[src/rtl/vector_stream_sequencer.sv]
// Streams one vector bank out through the UART transmitter, MSB byte first per element.
// Walks addresses 0..DEPTH-1 once per READ_A/READ_B command and holds busy for the whole walk.
module vector_stream_sequencer #(
    parameter int DEPTH  = 1024,
    parameter int ADDR_W = 10,
    parameter int DATA_W = 16
) (
    input  logic              clk,
    input  logic              rst,
    input  logic [2:0]        command,
    output logic              mem_rd_en,
    output logic              mem_sel,
    output logic [ADDR_W-1:0] mem_addr,
    input  logic [DATA_W-1:0] mem_rdata,
    output logic [7:0]        tx_data,
    output logic              tx_start,
    input  logic              tx_busy,
    output logic              busy
);

    localparam int BYTES = DATA_W / 8;
    localparam int CNT_W = (BYTES > 1) ? $clog2(BYTES) : 1;
    localparam logic [CNT_W-1:0]  LAST_BYTE = CNT_W'(BYTES - 1);
    localparam logic [ADDR_W-1:0] LAST_ADDR = ADDR_W'(DEPTH - 1);

    typedef enum logic [2:0] {
        S_IDLE,
        S_FETCH,
        S_LATCH,
        S_SEND,
        S_HOLD,
        S_DRAIN,
        S_DONE
    } state_t;

    state_t            state_reg, state_next;
    logic              sel_reg, sel_next;
    logic [ADDR_W-1:0] addr_reg, addr_next;
    logic [CNT_W-1:0]  cnt_reg, cnt_next;
    logic [DATA_W-1:0] shift_reg, shift_next;
    logic [DATA_W-1:0] shift_left;
    logic              accept;

    // A command coinciding with reset must not be reported busy to the decoder.
    assign accept = (state_reg == S_IDLE) && !rst &&
                    ((command == 3'd1) || (command == 3'd2));

    genvar gi;
    generate
        for (gi = 0; gi < BYTES; gi++) begin : g_shift
            if (gi == 0) begin : g_low
                assign shift_left[7:0] = 8'h00;
            end else begin : g_up
                assign shift_left[gi*8 +: 8] = shift_reg[(gi-1)*8 +: 8];
            end
        end
    endgenerate

    always_ff @(posedge clk) begin
        if (rst) begin
            state_reg <= S_IDLE;
            sel_reg   <= 1'b0;
            addr_reg  <= '0;
            cnt_reg   <= '0;
            shift_reg <= '0;
        end else begin
            state_reg <= state_next;
            sel_reg   <= sel_next;
            addr_reg  <= addr_next;
            cnt_reg   <= cnt_next;
            shift_reg <= shift_next;
        end
    end

    always_comb begin
        state_next = state_reg;
        sel_next   = sel_reg;
        addr_next  = addr_reg;
        cnt_next   = cnt_reg;
        shift_next = shift_reg;
        mem_rd_en  = 1'b0;
        tx_start   = 1'b0;
        case (state_reg)
            S_IDLE: begin
                if (accept) begin
                    sel_next   = (command == 3'd2);
                    addr_next  = '0;
                    cnt_next   = '0;
                    state_next = S_FETCH;
                end
            end
            S_FETCH: begin
                mem_rd_en  = !rst;
                state_next = S_LATCH;
            end
            S_LATCH: begin
                shift_next = mem_rdata;
                cnt_next   = '0;
                state_next = S_SEND;
            end
            S_SEND: begin
                // Gated by rst so a reset cycle never launches a fresh byte.
                if (!tx_busy) begin
                    tx_start   = !rst;
                    state_next = S_HOLD;
                end
            end
            S_HOLD: begin
                shift_next = shift_left;
                state_next = S_DRAIN;
            end
            S_DRAIN: begin
                if (!tx_busy) begin
                    if (cnt_reg < LAST_BYTE) begin
                        cnt_next   = cnt_reg + 1'b1;
                        state_next = S_SEND;
                    end else if (addr_reg == LAST_ADDR) begin
                        state_next = S_DONE;
                    end else begin
                        addr_next  = addr_reg + 1'b1;
                        state_next = S_FETCH;
                    end
                end
            end
            S_DONE: begin
                state_next = S_IDLE;
            end
            default: begin
                state_next = S_IDLE;
            end
        endcase
        busy = ((state_reg != S_IDLE) && (state_reg != S_DONE)) || accept;
    end

    assign mem_sel  = sel_reg;
    assign mem_addr = addr_reg;
    assign tx_data  = shift_reg[DATA_W-1 -: 8];

endmodule

[config.mk]
export PLATFORM = sky130hd
export DESIGN_NAME = vector_stream_sequencer
export DESIGN_NICKNAME = d
export VERILOG_FILES = /design/src/rtl/vector_stream_sequencer.sv
export SDC_FILE = /design/constraint.sdc
export NUM_CORES = 1
export LEC_CHECK = 0
export CAP_MARGIN = 10
export CORE_ASPECT_RATIO = 0.7
export CORE_MARGIN = 2
export CORE_UTILIZATION = 47
export CTS_BUF_LIST = sky130_fd_sc_hd__clkbuf_8 sky130_fd_sc_hd__clkbuf_16
export CTS_CLUSTER_DIAMETER = 120
export DETAILED_ROUTE_END_ITERATION = 8
export PLACE_DENSITY = 0.8
export SETUP_SLACK_MARGIN = 0.3
export SLEW_MARGIN = 20
export SYNTH_ARGS = -nofsm -noshare
export SYNTH_HDL_FRONTEND = slang
export SYNTH_SLANG_ARGS = --single-unit
[constraint.sdc]
create_clock -name clk -period 2.4 [get_ports clk]
set_input_delay 0.72 -clock clk [delete_from_list [all_inputs] [get_ports clk]]
set_output_delay 0.72 -clock clk [all_outputs]
set_load 0.05 [all_outputs]
==> flow_summary.html, run 1 <==
<table>
<tr><th>Metric</th><th>Value</th></tr>
<tr><th colspan="2">Layout</th></tr>
<tr><td>Share of cells above drive strength 1</td><td>0.206</td></tr>
<tr><td>Number of filler cells placed in the layout</td><td>about 240</td></tr>
<tr><td>Flip-flop count of the largest register, all copies and words added</td><td>16</td></tr>
<tr><td># diodes</td><td>0</td></tr>
<tr><td>Seq. cell area</td><td>around 630 um2</td></tr>
<tr><td>NumNets Final</td><td>260</td></tr>
<tr><td>Area Growth Syn to Fin</td><td>44.8%</td></tr>
<tr><td>Multi-input gate area</td><td>842 um2</td></tr>
<tr><td>Final core area utilization</td><td>0.711</td></tr>
<tr><th colspan="2">Die</th></tr>
<tr><td>FP Rows</td><td>17</td></tr>
<tr><td>Starting density of the core</td><td>0.491</td></tr>
<tr><td>Core Region</td><td>3130 um2</td></tr>
<tr><td>Die Wd</td><td>72.3 um</td></tr>
<tr><td>Overall die area</td><td>3750 um2</td></tr>
<tr><td>Count of pins on the block boundary</td><td>between 40 and 50</td></tr>
<tr><td>Die span in y</td><td>between 50 and 60 um</td></tr>
<tr><th colspan="2">Power and ir drop</th></tr>
<tr><td>Leakage power total</td><td>between 0.9 and 1 nW</td></tr>
<tr><td>Worst vdd ir</td><td>between 0.4 and 0.5 mV</td></tr>
<tr><td>PD cells</td><td>a little over 700 nW/um2</td></tr>
<tr><th colspan="2">Clock tree</th></tr>
<tr><td>H-tree levels</td><td>2</td></tr>
<tr><td>Clock tree from TritonCTS</td><td>yes</td></tr>
<tr><td>Max Buffers Root-to-Sink</td><td>2</td></tr>
<tr><td>Number of buffers created by CTS</td><td>5</td></tr>
<tr><td>Sinks on Clock Net</td><td>31</td></tr>
<tr><td>Root Buffer Master</td><td>sky130_fd_sc_hd__clkbuf_8</td></tr>
<tr><td>Clock slew at reported path FFs</td><td>0.06 ns</td></tr>
<tr><td>Clock latency reported for the late side of the worst-skew pair</td><td>0.29 ns</td></tr>
<tr><td>Hold buffer count at CTS</td><td>0</td></tr>
<tr><th colspan="2">Drt</th></tr>
<tr><td>Antenna Violating Nets Remaining</td><td>0</td></tr>
<tr><td>Sum of routed wire length over all layers</td><td>around 4.6 mm</td></tr>
<tr><td>Via total after detailed routing</td><td>~1.7k</td></tr>
<tr><td>Total iterations of the first detailed-routing run</td><td>4</td></tr>
<tr><td>Drt wl/cell</td><td>16.5 um</td></tr>
<tr><td>DRC violation count after routing</td><td>0</td></tr>
<tr><td>Via/cell ratio</td><td>roughly 6</td></tr>
<tr><td>Initial detailed-routing violation count</td><td>approximately 220</td></tr>
<tr><th colspan="2">Synthesis</th></tr>
<tr><td>Mapped Cells</td><td>approximately 190</td></tr>
<tr><td>Net count after synthesis</td><td>211</td></tr>
<tr><td>Share of the yosys chip area belonging to registers</td><td>0.404</td></tr>
<tr><td>Number of different library cells in the post-synthesis netlist</td><td>44</td></tr>
<tr><td>Most used flip-flop cell after synthesis</td><td>sky130_fd_sc_hd__dfxtp_1</td></tr>
<tr><td>Synthesized area per cell</td><td>between 8 and 9 um2</td></tr>
<tr><td>Register bit count reported by yosys</td><td>31</td></tr>
<tr><td>Post-synthesis cell area</td><td>roughly 1500 um2</td></tr>
<tr><td>Async S/R FF share, synth</td><td>0</td></tr>
<tr><td>EDFF count, synth</td><td>0</td></tr>
<tr><td>Ys Warns</td><td>0</td></tr>
<tr><th colspan="2">Timing</th></tr>
<tr><td>Final Worst Setup Slack</td><td>0.149 ns</td></tr>
<tr><td>Finish-stage setup viols</td><td>0</td></tr>
<tr><td>Total count of hold-check failures in the final report</td><td>0</td></tr>
<tr><td>Worst clock skew</td><td>about 0.0066 ns</td></tr>
<tr><td>Relative slew slack</td><td>0.668</td></tr>
<tr><td>Tmin final</td><td>between 2 and 2.5 ns</td></tr>
<tr><td>Slew @ Worst Pin</td><td>approximately 0.5 ns</td></tr>
<tr><td>Post-route fraction of the period consumed by the critical path</td><td>0.938</td></tr>
<tr><td>Maximum frequency from static timing analysis</td><td>0.444 GHz</td></tr>
<tr><td>Unrepaired setup endpoints after global routing</td><td>true</td></tr>
<tr><td>Max-slew violation total from the final report</td><td>0</td></tr>
<tr><th colspan="2">Placed design</th></tr>
<tr><td>Worst slack, placed</td><td>-0.270 ns</td></tr>
<tr><td>Routability congestion estimate</td><td>0.929</td></tr>
<tr><td>Port buffer count</td><td>43</td></tr>
<tr><td>Hpwl dp</td><td>approximately 3.0 mm</td></tr>
<tr><th colspan="2">Setup path</th></tr>
<tr><td>Max FO, Critical Path</td><td>2</td></tr>
<tr><td>Critical path launch point type</td><td>input pin</td></tr>
<tr><td>Data arrival at the endpoint of the critical path</td><td>1.53 ns</td></tr>
<tr><td>Worst setup path class</td><td>in -&gt; out</td></tr>
<tr><td>Endpoint required time on the critical path</td><td>between 1.5 and 2 ns</td></tr>
<tr><td>Sort of element at the end of the critical path</td><td>primary output</td></tr>
<tr><th colspan="2">Global routing</th></tr>
<tr><td>Remaining global-route overflow</td><td>0</td></tr>
<tr><td>Number of antenna violations at the first check in global routing</td><td>0</td></tr>
<tr><td>Number of global-route vias before repair</td><td>around 1.5k</td></tr>
<tr><td>GR Util All Layers</td><td>0.254</td></tr>
<tr><td>First-pass GRT wire length</td><td>7.07 mm</td></tr>
<tr><td>Pin count of the biggest net entering global routing</td><td>17</td></tr>
<tr><th colspan="2">Run</th></tr>
<tr><td>Number of maximum-capacitance constraint violations</td><td>0</td></tr>
<tr><th colspan="2">Status</th></tr>
<tr><td>Outcome</td><td>completed</td></tr>
<tr><th colspan="2">Min path</th></tr>
<tr><td>Path type of the worst min-delay path</td><td>reg -&gt; reg</td></tr>
</table>
[area by class of cell]
cell class	count	share of cell area
multi-input cells	134	0.379
flip-flops and latches	31	0.281
repair buffers	63	0.271
inverters	2	0.00337
well taps	38	0.0214
clock buffers	7	0.0433
clock inverters	1	0.00169
[cells in the mapped netlist (2+ instances only)]
cell type	count	area, um2
sky130_fd_sc_hd__or3_1	2	12.5
sky130_fd_sc_hd__buf_2	2	10.0
sky130_fd_sc_hd__nor2_1	25	93.8
sky130_fd_sc_hd__or3b_2	2	17.5
sky130_fd_sc_hd__clkbuf_1	10	37.5
sky130_fd_sc_hd__o21ai_0	5	25.0
sky130_fd_sc_hd__and3_1	4	25.0
sky130_fd_sc_hd__nand4_1	3	18.8
sky130_fd_sc_hd__dfxtp_1	31	621
sky130_fd_sc_hd__o311a_1	2	20.0
sky130_fd_sc_hd__nor2b_1	2	12.5
sky130_fd_sc_hd__inv_1	2	7.51
sky130_fd_sc_hd__buf_4	8	60.1
sky130_fd_sc_hd__nand3_1	6	30.0
sky130_fd_sc_hd__a31oi_1	2	12.5
sky130_fd_sc_hd__a22oi_1	8	60.1
sky130_fd_sc_hd__o22ai_1	8	50.1
sky130_fd_sc_hd__a21o_1	2	15.0
sky130_fd_sc_hd__nand2b_1	4	25.0
sky130_fd_sc_hd__or4_1	3	22.5
sky130_fd_sc_hd__o31ai_1	3	22.5
sky130_fd_sc_hd__and4_1	3	26.3
sky130_fd_sc_hd__and2_1	2	12.5
sky130_fd_sc_hd__nor3_1	10	50.1
sky130_fd_sc_hd__a21oi_1	10	50.1
sky130_fd_sc_hd__nand2_1	11	41.3
[per-stage QoR]
stage               area [um2]  total power, W  std cells  hold slack, ns  TNS (ns)
CTS                       2210         0.00160        273           0.501         0
finish                    2220         0.00161        276           0.495         0
global route              2220         0.00168        276           0.518         0
detailed placement        2050         0.00115        262           0.493    -0.618
global placement          2050         0.00113        262           0.480    -0.474
floorplan                 1580         0.00101        188           0.466         0
[placed cells by master, fill, tap and decap left out, drive strengths merged, types with 3 or more instances in the layout]
cell type	n
dfxtp	31
buf	26
nor2	25
dlygate4sd2	19
clkdlybuf4s50	16
nand2	12
a21oi	10
nor3	10
o22ai	8
a22oi	8
clkbuf	8
nand3	6
o21ai	5
nand2b	4
and3	4
and4	3
nand4	3
o31ai	3
or4	3
inv	3
[worst paths after layout]
path / from / end / slack (ns) / depth (start not counted)
setup / recovery: command[1] / busy / 0.15 / 6
hold / removal: shift_reg[8] / shift_reg[8] / 0.50 / 2
setup reg to reg: state_reg[2] / mem_addr[6] / 0.50 / 6
hold reg to reg: shift_reg[8] / shift_reg[8] / 0.50 / 2
[critical path, cell delays in order]
cell and delay (ns):
sky130_fd_sc_hd__clkbuf_2 0.11, sky130_fd_sc_hd__xor2_2 0.19, sky130_fd_sc_hd__nand3_2 0.10, sky130_fd_sc_hd__nand2_2 0.06
sky130_fd_sc_hd__a21o_4 0.20, sky130_fd_sc_hd__buf_8 0.14
[cells by family (layout without fill, tap and decap cells)]
logic type      after synthesis  count (layout)  synth area share
buf+inv                      23              73            0.0782
fa+ha+maj                     1               1           0.00814
flops                        31              31             0.404
simple gates                 83              83             0.287
mux                           1               1           0.00651
compound gates               48              48             0.211
xor+xnor                      1               1           0.00570
[repair_timing]
action,CTS,global route
buffers inserted,2,3
pin swaps,6,4
endpoints found under the setup margin,26,3
gates resized for setup,51,4
cloned,1,0
[power breakdown]
group | switching (W) | total, W | internal, W
logic | 0.000317 | 0.000533 | 0.000215
clock network | 0.000192 | 0.000449 | 0.000257
registers | 0.0000592 | 0.000633 | 0.000574
total | 0.000568 | 0.00161 | 0.00105
[routing by layer]
metal / global-route usage / wire length (um) / part of all wire / up-vias
li1: - / - / - / 787
met1: 0.332 / 1960 / 0.43 / 783
met2: 0.390 / 2170 / 0.48 / 70
met3: 0.0659 / 322 / 0.071 / 11
met4: 0.129 / 108 / 0.024 / 0
met5: 0 / 0 / 0 / -
Note: power is estimated with default switching activity, not from simulation.
==> run 2: changes to the inputs <==
Settings changed: PLACE_DENSITY 0.8 to 0.81.
==> run 2 against run 1 <==
Against the previous run: non-clock buffer count is 4 lower; register-to-register slack worse by 0.09 ns; global-route usage is 0.42 points higher; utilization is 2.0 points lower; count of clock-buffer cells in the layout is 2 lower; setup slack worse by 0.0047 ns; worst hold slack worse by 0.0030 ns; largest cell class unchanged; largest power group unchanged; highest routed layer unchanged.
==> flow_summary.html, run 2 (synthesis gave the netlist of run 1 again) <==
<table>
<tr><th>Metric</th><th>Value</th></tr>
<tr><th colspan="2">Setup path</th></tr>
<tr><td>Source of the critical timing path</td><td>command[2]</td></tr>
<tr><td>Worst reg2reg startpoint</td><td>state_reg[0]</td></tr>
<tr><td>Sort of element at the end of the critical path</td><td>primary output</td></tr>
<tr><td>Cell Chain, Critical Path</td><td>buf_2 &gt; nor4_4 &gt; nand3_2 &gt; nand2_2 &gt; a21o_4 &gt; buf_8</td></tr>
<tr><td>Number of cells on the worst reg-to-reg path</td><td>5 (-1)</td></tr>
<tr><td>Minimum setup slack among reg-to-reg paths</td><td>0.41 ns (-0.09 ns)</td></tr>
<tr><td>Cell family with most CP delay</td><td>simple AND/OR/NAND/NOR gates</td></tr>
<tr><td>Cell with the largest stage delay on the worst path</td><td>sky130_fd_sc_hd__nor4_4</td></tr>
<tr><td>Worst path max stage delay</td><td>0.25 ns (+0.05 ns)</td></tr>
<tr><td>Data arrival at the endpoint of the critical path</td><td>1.54 ns (about the same)</td></tr>
<tr><td>Critical path launch point type</td><td>input pin</td></tr>
<tr><td>Total buffers and inverters traversed by the critical path</td><td>2 (unchanged)</td></tr>
<tr><td>Endpoint required time on the critical path</td><td>1.68 ns (about the same)</td></tr>
<tr><td>Max FO, Critical Path</td><td>2 (unchanged)</td></tr>
<tr><td>Reg-to-Reg End</td><td>mem_addr[3]</td></tr>
<tr><td>Worst setup path class</td><td>in -&gt; out</td></tr>
<tr><th colspan="2">Min path</th></tr>
<tr><td>Endpoint, Worst Hold</td><td>shift_reg[11]</td></tr>
<tr><td>Path type of the worst min-delay path</td><td>reg -&gt; reg</td></tr>
<tr><td>Number of stages on the worst hold path</td><td>2 (unchanged)</td></tr>
<tr><td>Hold path start</td><td>shift_reg[11]</td></tr>
<tr><th colspan="2">Timing</th></tr>
<tr><td>Slew @ Worst Pin</td><td>0.492 ns (-0.00774 ns)</td></tr>
<tr><td>Unrepaired setup endpoints after global routing</td><td>true</td></tr>
<tr><td>Tmin final</td><td>2.26 ns (+0.00469 ns)</td></tr>
<tr><td>Post-route fraction of the period consumed by the critical path</td><td>0.940 (+0.00195)</td></tr>
<tr><td>Final Worst Setup Slack</td><td>0.145 ns (-0.00469 ns)</td></tr>
<tr><td>Total count of hold-check failures in the final report</td><td>0 (unchanged)</td></tr>
<tr><td>Maximum frequency from static timing analysis</td><td>0.443 GHz (-0.21%)</td></tr>
<tr><td>Worst clock skew</td><td>0.00368 ns (-0.00290 ns)</td></tr>
<tr><td>Relative slew slack</td><td>0.673 (+0.00514)</td></tr>
<tr><td>Max-slew violation total from the final report</td><td>0 (unchanged)</td></tr>
<tr><td>Finish-stage setup viols</td><td>0 (unchanged)</td></tr>
<tr><th colspan="2">Layout</th></tr>
<tr><td>Final core area utilization</td><td>0.691 (-0.0200)</td></tr>
<tr><td>Most frequent cells in the layout</td><td>28 x sky130_fd_sc_hd__dfxtp_1, 24 x sky130_fd_sc_hd__nor2_1, 19 x sky130_fd_sc_hd__dlygate4sd2_1</td></tr>
<tr><td>Post-layout instance area</td><td>2160 um2 (-2.8%)</td></tr>
<tr><td>Area Growth Syn to Fin</td><td>40.7%</td></tr>
<tr><td>Number of filler cells placed in the layout</td><td>241 (+1.7%)</td></tr>
<tr><td># diodes</td><td>0 (unchanged)</td></tr>
<tr><td>Flip-flop count of the largest register, all copies and words added</td><td>16 (unchanged)</td></tr>
<tr><td>NumNets Final</td><td>256 (-1.5%)</td></tr>
<tr><td>Share of cells above drive strength 1</td><td>0.190 (-0.0162)</td></tr>
<tr><td>Most common cell after layout, fill and taps aside</td><td>sky130_fd_sc_hd__dfxtp_1</td></tr>
<tr><th colspan="2">Drt</th></tr>
<tr><td>DRC violation count after routing</td><td>0 (unchanged)</td></tr>
<tr><td>Initial detailed-routing violation count</td><td>121 (-46%)</td></tr>
<tr><td>Total iterations of the first detailed-routing run</td><td>4 (unchanged)</td></tr>
<tr><td>Via total after detailed routing</td><td>1600 (-3.1%)</td></tr>
<tr><td>Via/cell ratio</td><td>5.93 (-0.94%)</td></tr>
<tr><td>Drt wl/cell</td><td>16.1 um (-2.7%)</td></tr>
<tr><td>Sum of routed wire length over all layers</td><td>4.34 mm (-4.8%)</td></tr>
<tr><td>Antenna Violating Nets Remaining</td><td>0 (unchanged)</td></tr>
<tr><th colspan="2">Die</th></tr>
<tr><td>Overall die area</td><td>3750 um2 (unchanged)</td></tr>
<tr><td>Starting density of the core</td><td>0.491 (unchanged)</td></tr>
<tr><td>FP Rows</td><td>17 (unchanged)</td></tr>
<tr><td>Die Wd</td><td>72.3 um (unchanged)</td></tr>
<tr><td>Die span in y</td><td>51.8 um (unchanged)</td></tr>
<tr><td>Count of pins on the block boundary</td><td>44 (unchanged)</td></tr>
<tr><td>Core Region</td><td>3130 um2 (unchanged)</td></tr>
<tr><th colspan="2">Status</th></tr>
<tr><td>Outcome</td><td>completed</td></tr>
<tr><th colspan="2">Power and ir drop</th></tr>
<tr><td>Internal power summed over all cells</td><td>0.000966 W (-7.7%)</td></tr>
<tr><td>Gate power share</td><td>0.337 (+0.007)</td></tr>
<tr><td>Total net switching power</td><td>0.000551 W (-3.1%)</td></tr>
<tr><td>Switching share of power</td><td>0.363 (+0.0113)</td></tr>
<tr><td>Worst vdd ir</td><td>0.503 mV (+21%)</td></tr>
<tr><td>PD cells</td><td>701 nW/um2 (-3.3%)</td></tr>
<tr><td>Leakage power total</td><td>0.913 nW (-3.8%)</td></tr>
<tr><td>Sequential group share of total power</td><td>0.419 (+0.027)</td></tr>
<tr><td>Clk network pwr share</td><td>0.245 (-0.033)</td></tr>
<tr><th colspan="2">Global routing</th></tr>
<tr><td>First-pass GRT wire length</td><td>7.22 mm (+2.1%)</td></tr>
<tr><td>GR Util All Layers</td><td>0.259 (+0.00421)</td></tr>
<tr><td>Pin count of the biggest net entering global routing</td><td>17 (unchanged)</td></tr>
<tr><td>Remaining global-route overflow</td><td>0 (unchanged)</td></tr>
<tr><td>Number of global-route vias before repair</td><td>1490 (-0.60%)</td></tr>
<tr><td>Number of antenna violations at the first check in global routing</td><td>0 (unchanged)</td></tr>
<tr><th colspan="2">Placed design</th></tr>
<tr><td>Port buffer count</td><td>43 (unchanged)</td></tr>
<tr><td>Placement Cell Area</td><td>2040 um2 (-0.37%)</td></tr>
<tr><td>Routability congestion estimate</td><td>0.944 (+1.6%)</td></tr>
<tr><td>Hpwl dp</td><td>2.90 mm (-2.4%)</td></tr>
<tr><td>Worst slack, placed</td><td>-0.325 ns (-0.0548 ns)</td></tr>
<tr><th colspan="2">Run</th></tr>
<tr><td>Number of maximum-capacitance constraint violations</td><td>0 (unchanged)</td></tr>
<tr><th colspan="2">Clock tree</th></tr>
<tr><td>Max Buffers Root-to-Sink</td><td>2 (unchanged)</td></tr>
<tr><td>Hold buffer count at CTS</td><td>0 (unchanged)</td></tr>
<tr><td>Clock latency reported for the late side of the worst-skew pair</td><td>0.29 ns (about the same)</td></tr>
<tr><td>Clock tree from TritonCTS</td><td>yes</td></tr>
<tr><td>Sinks on Clock Net</td><td>31 (unchanged)</td></tr>
<tr><td>Root Buffer Master</td><td>sky130_fd_sc_hd__clkbuf_8</td></tr>
<tr><td>Number of buffers created by CTS</td><td>5 (unchanged)</td></tr>
<tr><td>Clock slew at reported path FFs</td><td>0.06 ns (about the same)</td></tr>
<tr><td>H-tree levels</td><td>2 (unchanged)</td></tr>
</table>
-- run 2: repair_timing --
item / in CTS / in global routing
endpoints found under the setup margin: 26 / 5
resized for setup: 55 / 1
pin swaps: 6 / 1
cloned: 1 / 0
hold endpoints to repair: 0 / 0
setup buffers: 2 / 0
-- run 2: worst max path at each step --
stage | end | slack [ns] | cells after the start
global route | busy | 0.07 | 6
CTS | busy | 0.14 | 6
detailed placement | busy | -0.33 | 6
floorplan | tx_start | 0.26 | 2
global placement | busy | -0.22 | 6
finish | busy | 0.14 | 6
-- run 2: worst min-delay path, delay by kind of cell (launching register included) --
family	cells	cell delay [ns]
flops	1	0.31
simple gates	2	0.14
-- run 2: per-layer routing --
layer	share of wire	track usage
met3	0.058	0.0523
met1	0.47	0.359
met2	0.46	0.391
met4	0.018	0.110
met5	0	0
-- run 2: cell type report --
class / instances / area [um2] / share of cell area
Timing Repair Buffer: 59 / 566 / 0.262
Sequential cell: 31 / 627 / 0.290
Multi-Input combinational cell: 134 / 842 / 0.389
Clock inverter: 1 / 3.75 / 0.00174
Clock buffer: 5 / 68.8 / 0.0318
Tap cell: 38 / 47.5 / 0.0220
Inverter: 2 / 7.51 / 0.00347
-- run 2: stage by stage --
step,TNS (ns),hold WS (ns),instances,total power (W)
3_5_place_dp,-0.722,0.481,261,0.00114
2_1_floorplan,0,0.466,188,0.00101
6_report,0,0.493,270,0.00152
5_1_grt,0,0.519,270,0.00159
3_3_place_gp,-0.474,0.480,261,0.00112
4_1_cts,0,0.493,270,0.00152
-- run 2: power groups by stage --
stage	sequential [W]	combinational (W)	clock [W]
final	0.000635	0.000510	0.000371
after global routing	0.000643	0.000549	0.000396
after CTS	0.000632	0.000508	0.000379
after detailed placement	0.000643	0.000493	0
after global placement	0.000637	0.000485	0
after floorplan	0.000612	0.000402	0
==> run 3: changes to the inputs <==
Settings changed: GPL_TIMING_DRIVEN set to 0, SKIP_CTS_REPAIR_TIMING set to 1.
==> run 3 against run 2 <==
Against the previous run: critical path depth is the same; die area unchanged; sequential cell count stayed put; cell area grew 6.8%; global-route usage fell by 3.5 points; total power grew 9.5%.
==> flow_summary.html, run 3 (synthesis gave the netlist of run 1 again) <==
<table>
<tr><th>Metric</th><th>Value</th></tr>
<tr><th colspan="2">Timing</th></tr>
<tr><td>Post-route fraction of the period consumed by the critical path</td><td>0.967 (+0.0271)</td></tr>
<tr><td>Finish-stage setup viols</td><td>0 (unchanged)</td></tr>
<tr><td>Tmin final</td><td>2.32 ns (+0.0649 ns)</td></tr>
<tr><td>Relative slew slack</td><td>0.653 (-0.0198)</td></tr>
<tr><td>Unrepaired setup endpoints after global routing</td><td>true</td></tr>
<tr><td>Worst clock skew</td><td>0.00628 ns (+0.00260 ns)</td></tr>
<tr><td>Total count of hold-check failures in the final report</td><td>0 (unchanged)</td></tr>
<tr><td>Maximum frequency from static timing analysis</td><td>0.431 GHz (-2.8%)</td></tr>
<tr><td>Max-slew violation total from the final report</td><td>0 (unchanged)</td></tr>
<tr><td>Slew @ Worst Pin</td><td>0.519 ns (+0.0268 ns)</td></tr>
<tr><td>Fin Setup TNS</td><td>0 ns (unchanged)</td></tr>
<tr><th colspan="2">Placed design</th></tr>
<tr><td>Placement Cell Area</td><td>2050 um2 (+0.55%)</td></tr>
<tr><td>Instance count after placement with tap cells included</td><td>268 (+2.7%)</td></tr>
<tr><td>Hpwl dp</td><td>2.78 mm (-4.3%)</td></tr>
<tr><td>Routability congestion estimate</td><td>0.907 (-3.8%)</td></tr>
<tr><td>Port buffer count</td><td>42 (-2.3%)</td></tr>
<tr><th colspan="2">Min path</th></tr>
<tr><td>Number of stages on the worst hold path</td><td>2 (unchanged)</td></tr>
<tr><td>Path type of the worst min-delay path</td><td>reg -&gt; reg</td></tr>
<tr><th colspan="2">Die</th></tr>
<tr><td>Starting density of the core</td><td>0.491 (unchanged)</td></tr>
<tr><td>FP Rows</td><td>17 (unchanged)</td></tr>
<tr><td>Core Region</td><td>3130 um2 (unchanged)</td></tr>
<tr><td>Overall die area</td><td>3750 um2 (unchanged)</td></tr>
<tr><td>Count of pins on the block boundary</td><td>44 (unchanged)</td></tr>
<tr><td>Die Wd</td><td>72.3 um (unchanged)</td></tr>
<tr><td>Die span in y</td><td>51.8 um (unchanged)</td></tr>
<tr><th colspan="2">Drt</th></tr>
<tr><td>Total iterations of the first detailed-routing run</td><td>4 (unchanged)</td></tr>
<tr><td>Sum of routed wire length over all layers</td><td>4.01 mm (-7.4%)</td></tr>
<tr><td>Via total after detailed routing</td><td>1619 (+1.2%)</td></tr>
<tr><td>DRC violation count after routing</td><td>0 (unchanged)</td></tr>
<tr><td>Antenna Violating Nets Remaining</td><td>0 (unchanged)</td></tr>
<tr><td>Initial detailed-routing violation count</td><td>85 (-30%)</td></tr>
<tr><td>Via/cell ratio</td><td>5.64 (-4.8%)</td></tr>
<tr><td>Drt wl/cell</td><td>14.0 um (-13%)</td></tr>
<tr><th colspan="2">Layout</th></tr>
<tr><td>Most frequent cells in the layout</td><td>29 x sky130_fd_sc_hd__dfxtp_1, 25 x sky130_fd_sc_hd__nor2_1, 22 x sky130_fd_sc_hd__buf_4</td></tr>
<tr><td>Most common cell after layout, fill and taps aside</td><td>sky130_fd_sc_hd__dfxtp_1</td></tr>
<tr><td>Non-filler cells in the finished layout</td><td>287 (+6.3%)</td></tr>
<tr><td># diodes</td><td>0 (unchanged)</td></tr>
<tr><td>Share of cells above drive strength 1</td><td>0.209 (+0.0192)</td></tr>
<tr><td>NumNets Final</td><td>271 (+5.9%)</td></tr>
<tr><td>Area Growth Syn to Fin</td><td>50.3%</td></tr>
<tr><td>Flip-flop count of the largest register, all copies and words added</td><td>16 (unchanged)</td></tr>
<tr><td>Post-layout instance area</td><td>2310 um2 (+6.8%)</td></tr>
<tr><th colspan="2">Setup path</th></tr>
<tr><td>Source of the critical timing path</td><td>command[2]</td></tr>
<tr><td>Number of cells on the worst reg-to-reg path</td><td>6 (+1)</td></tr>
<tr><td>Minimum setup slack among reg-to-reg paths</td><td>0.59 ns (+0.18 ns)</td></tr>
<tr><td>Critical path endpoint</td><td>busy</td></tr>
<tr><td>Critical path launch point type</td><td>input pin</td></tr>
<tr><td>Reg-to-Reg End</td><td>shift_reg[2]</td></tr>
<tr><td>Worst reg2reg startpoint</td><td>state_reg[1]</td></tr>
<tr><td>Data arrival at the endpoint of the critical path</td><td>1.60 ns (+0.06 ns)</td></tr>
<tr><td>Sort of element at the end of the critical path</td><td>primary output</td></tr>
<tr><td>Endpoint required time on the critical path</td><td>1.68 ns (about the same)</td></tr>
<tr><td>Max FO, Critical Path</td><td>3 (+1)</td></tr>
<tr><td>Worst setup path class</td><td>in -&gt; out</td></tr>
<tr><th colspan="2">Power and ir drop</th></tr>
<tr><td>Internal power summed over all cells</td><td>0.00110 W (+14%)</td></tr>
<tr><td>Switching share of power</td><td>0.337 (-0.0260)</td></tr>
<tr><td>Leakage power total</td><td>1.23 nW (+35%)</td></tr>
<tr><td>Gate power share</td><td>0.366 (+0.029)</td></tr>
<tr><td>Clk network pwr share</td><td>0.266 (+0.021)</td></tr>
<tr><td>PD cells</td><td>719 nW/um2 (+2.5%)</td></tr>
<tr><td>Sequential group share of total power</td><td>0.368 (-0.051)</td></tr>
<tr><td>Worst vdd ir</td><td>0.405 mV (-20%)</td></tr>
<tr><td>Total net switching power</td><td>0.000560 W (+1.6%)</td></tr>
<tr><th colspan="2">Global routing</th></tr>
<tr><td>Pin count of the biggest net entering global routing</td><td>11 (-6)</td></tr>
<tr><td>GR Util All Layers</td><td>0.224 (-0.0345)</td></tr>
<tr><td>Remaining global-route overflow</td><td>0 (unchanged)</td></tr>
<tr><td>First-pass GRT wire length</td><td>6.20 mm (-14%)</td></tr>
<tr><td>Number of antenna violations at the first check in global routing</td><td>0 (unchanged)</td></tr>
<tr><td>Number of global-route vias before repair</td><td>1319 (-11%)</td></tr>
<tr><th colspan="2">Clock tree</th></tr>
<tr><td>Max Buffers Root-to-Sink</td><td>2 (unchanged)</td></tr>
<tr><td>Root Buffer Master</td><td>sky130_fd_sc_hd__clkbuf_8</td></tr>
<tr><td>H-tree levels</td><td>2 (unchanged)</td></tr>
<tr><td>Clock tree from TritonCTS</td><td>yes</td></tr>
<tr><td>Number of buffers created by CTS</td><td>5 (unchanged)</td></tr>
<tr><td>Clock slew at reported path FFs</td><td>0.06 ns (about the same)</td></tr>
<tr><td>Clock latency reported for the late side of the worst-skew pair</td><td>0.29 ns (about the same)</td></tr>
<tr><td>Sinks on Clock Net</td><td>31 (unchanged)</td></tr>
<tr><th colspan="2">Run</th></tr>
<tr><td>Number of maximum-capacitance constraint violations</td><td>0 (unchanged)</td></tr>
<tr><th colspan="2">Status</th></tr>
<tr><td>Outcome</td><td>completed</td></tr>
</table>
## run 3: worst min-delay path by stage
stage,from,endpoint,slack [ns]
4_1_cts,shift_reg[13],shift_reg[13],0.49
2_1_floorplan,shift_reg[0],shift_reg[0],0.47
5_1_grt,shift_reg[10],shift_reg[10],0.52
6_report,shift_reg[10],shift_reg[10],0.49
3_3_place_gp,shift_reg[13],shift_reg[13],0.48
3_5_place_dp,shift_reg[10],shift_reg[10],0.48
## run 3: power by group through the flow
stage,registers [W],clock network [W],logic (W)
finish,0.000610,0.000442,0.000608
global route,0.000618,0.000469,0.000654
CTS,0.000608,0.000446,0.000558
detailed placement,0.000618,0,0.000555
global placement,0.000617,0,0.000549
floorplan,0.000612,0,0.000402
## run 3: metrics by stage
stage               setup slack (ns)  hold slack (ns)  power, W   util
CTS                            -1.07            0.491   0.00161  0.687
floorplan                      0.259            0.466   0.00101      -
detailed placement             -1.06            0.481   0.00117  0.655
global route                  0.0383            0.517   0.00174  0.739
global placement               -1.04            0.480   0.00117  0.655
finish                        0.0796            0.492   0.00166  0.739
## run 3: layer usage
metal  track usage  routed length [um]  vias to the layer above
met3        0.0640                 315                        5
met5             0                   0                        -
met4         0.107                  56                        0
li1              -                   -                      816
met1         0.331                1990                      743
met2         0.292                1650                       55
## run 3: critical path: stages
cell and delay [ns]:
sky130_fd_sc_hd__buf_6 0.10, sky130_fd_sc_hd__nor4_4 0.29, sky130_fd_sc_hd__nand3_2 0.15, sky130_fd_sc_hd__nand2_2 0.09, sky130_fd_sc_hd__a21o_4 0.11, sky130_fd_sc_hd__buf_8 0.13
## run 3: area by class of cell
class	instances	area, um2
Buffer	21	138
Clock buffer	7	96.3
Clock inverter	1	3.75
Fill cell	244	817
Inverter	2	7.51
Multi-Input combinational cell	134	840
Sequential cell	31	623
Tap cell	38	47.5
Timing Repair Buffer	53	554
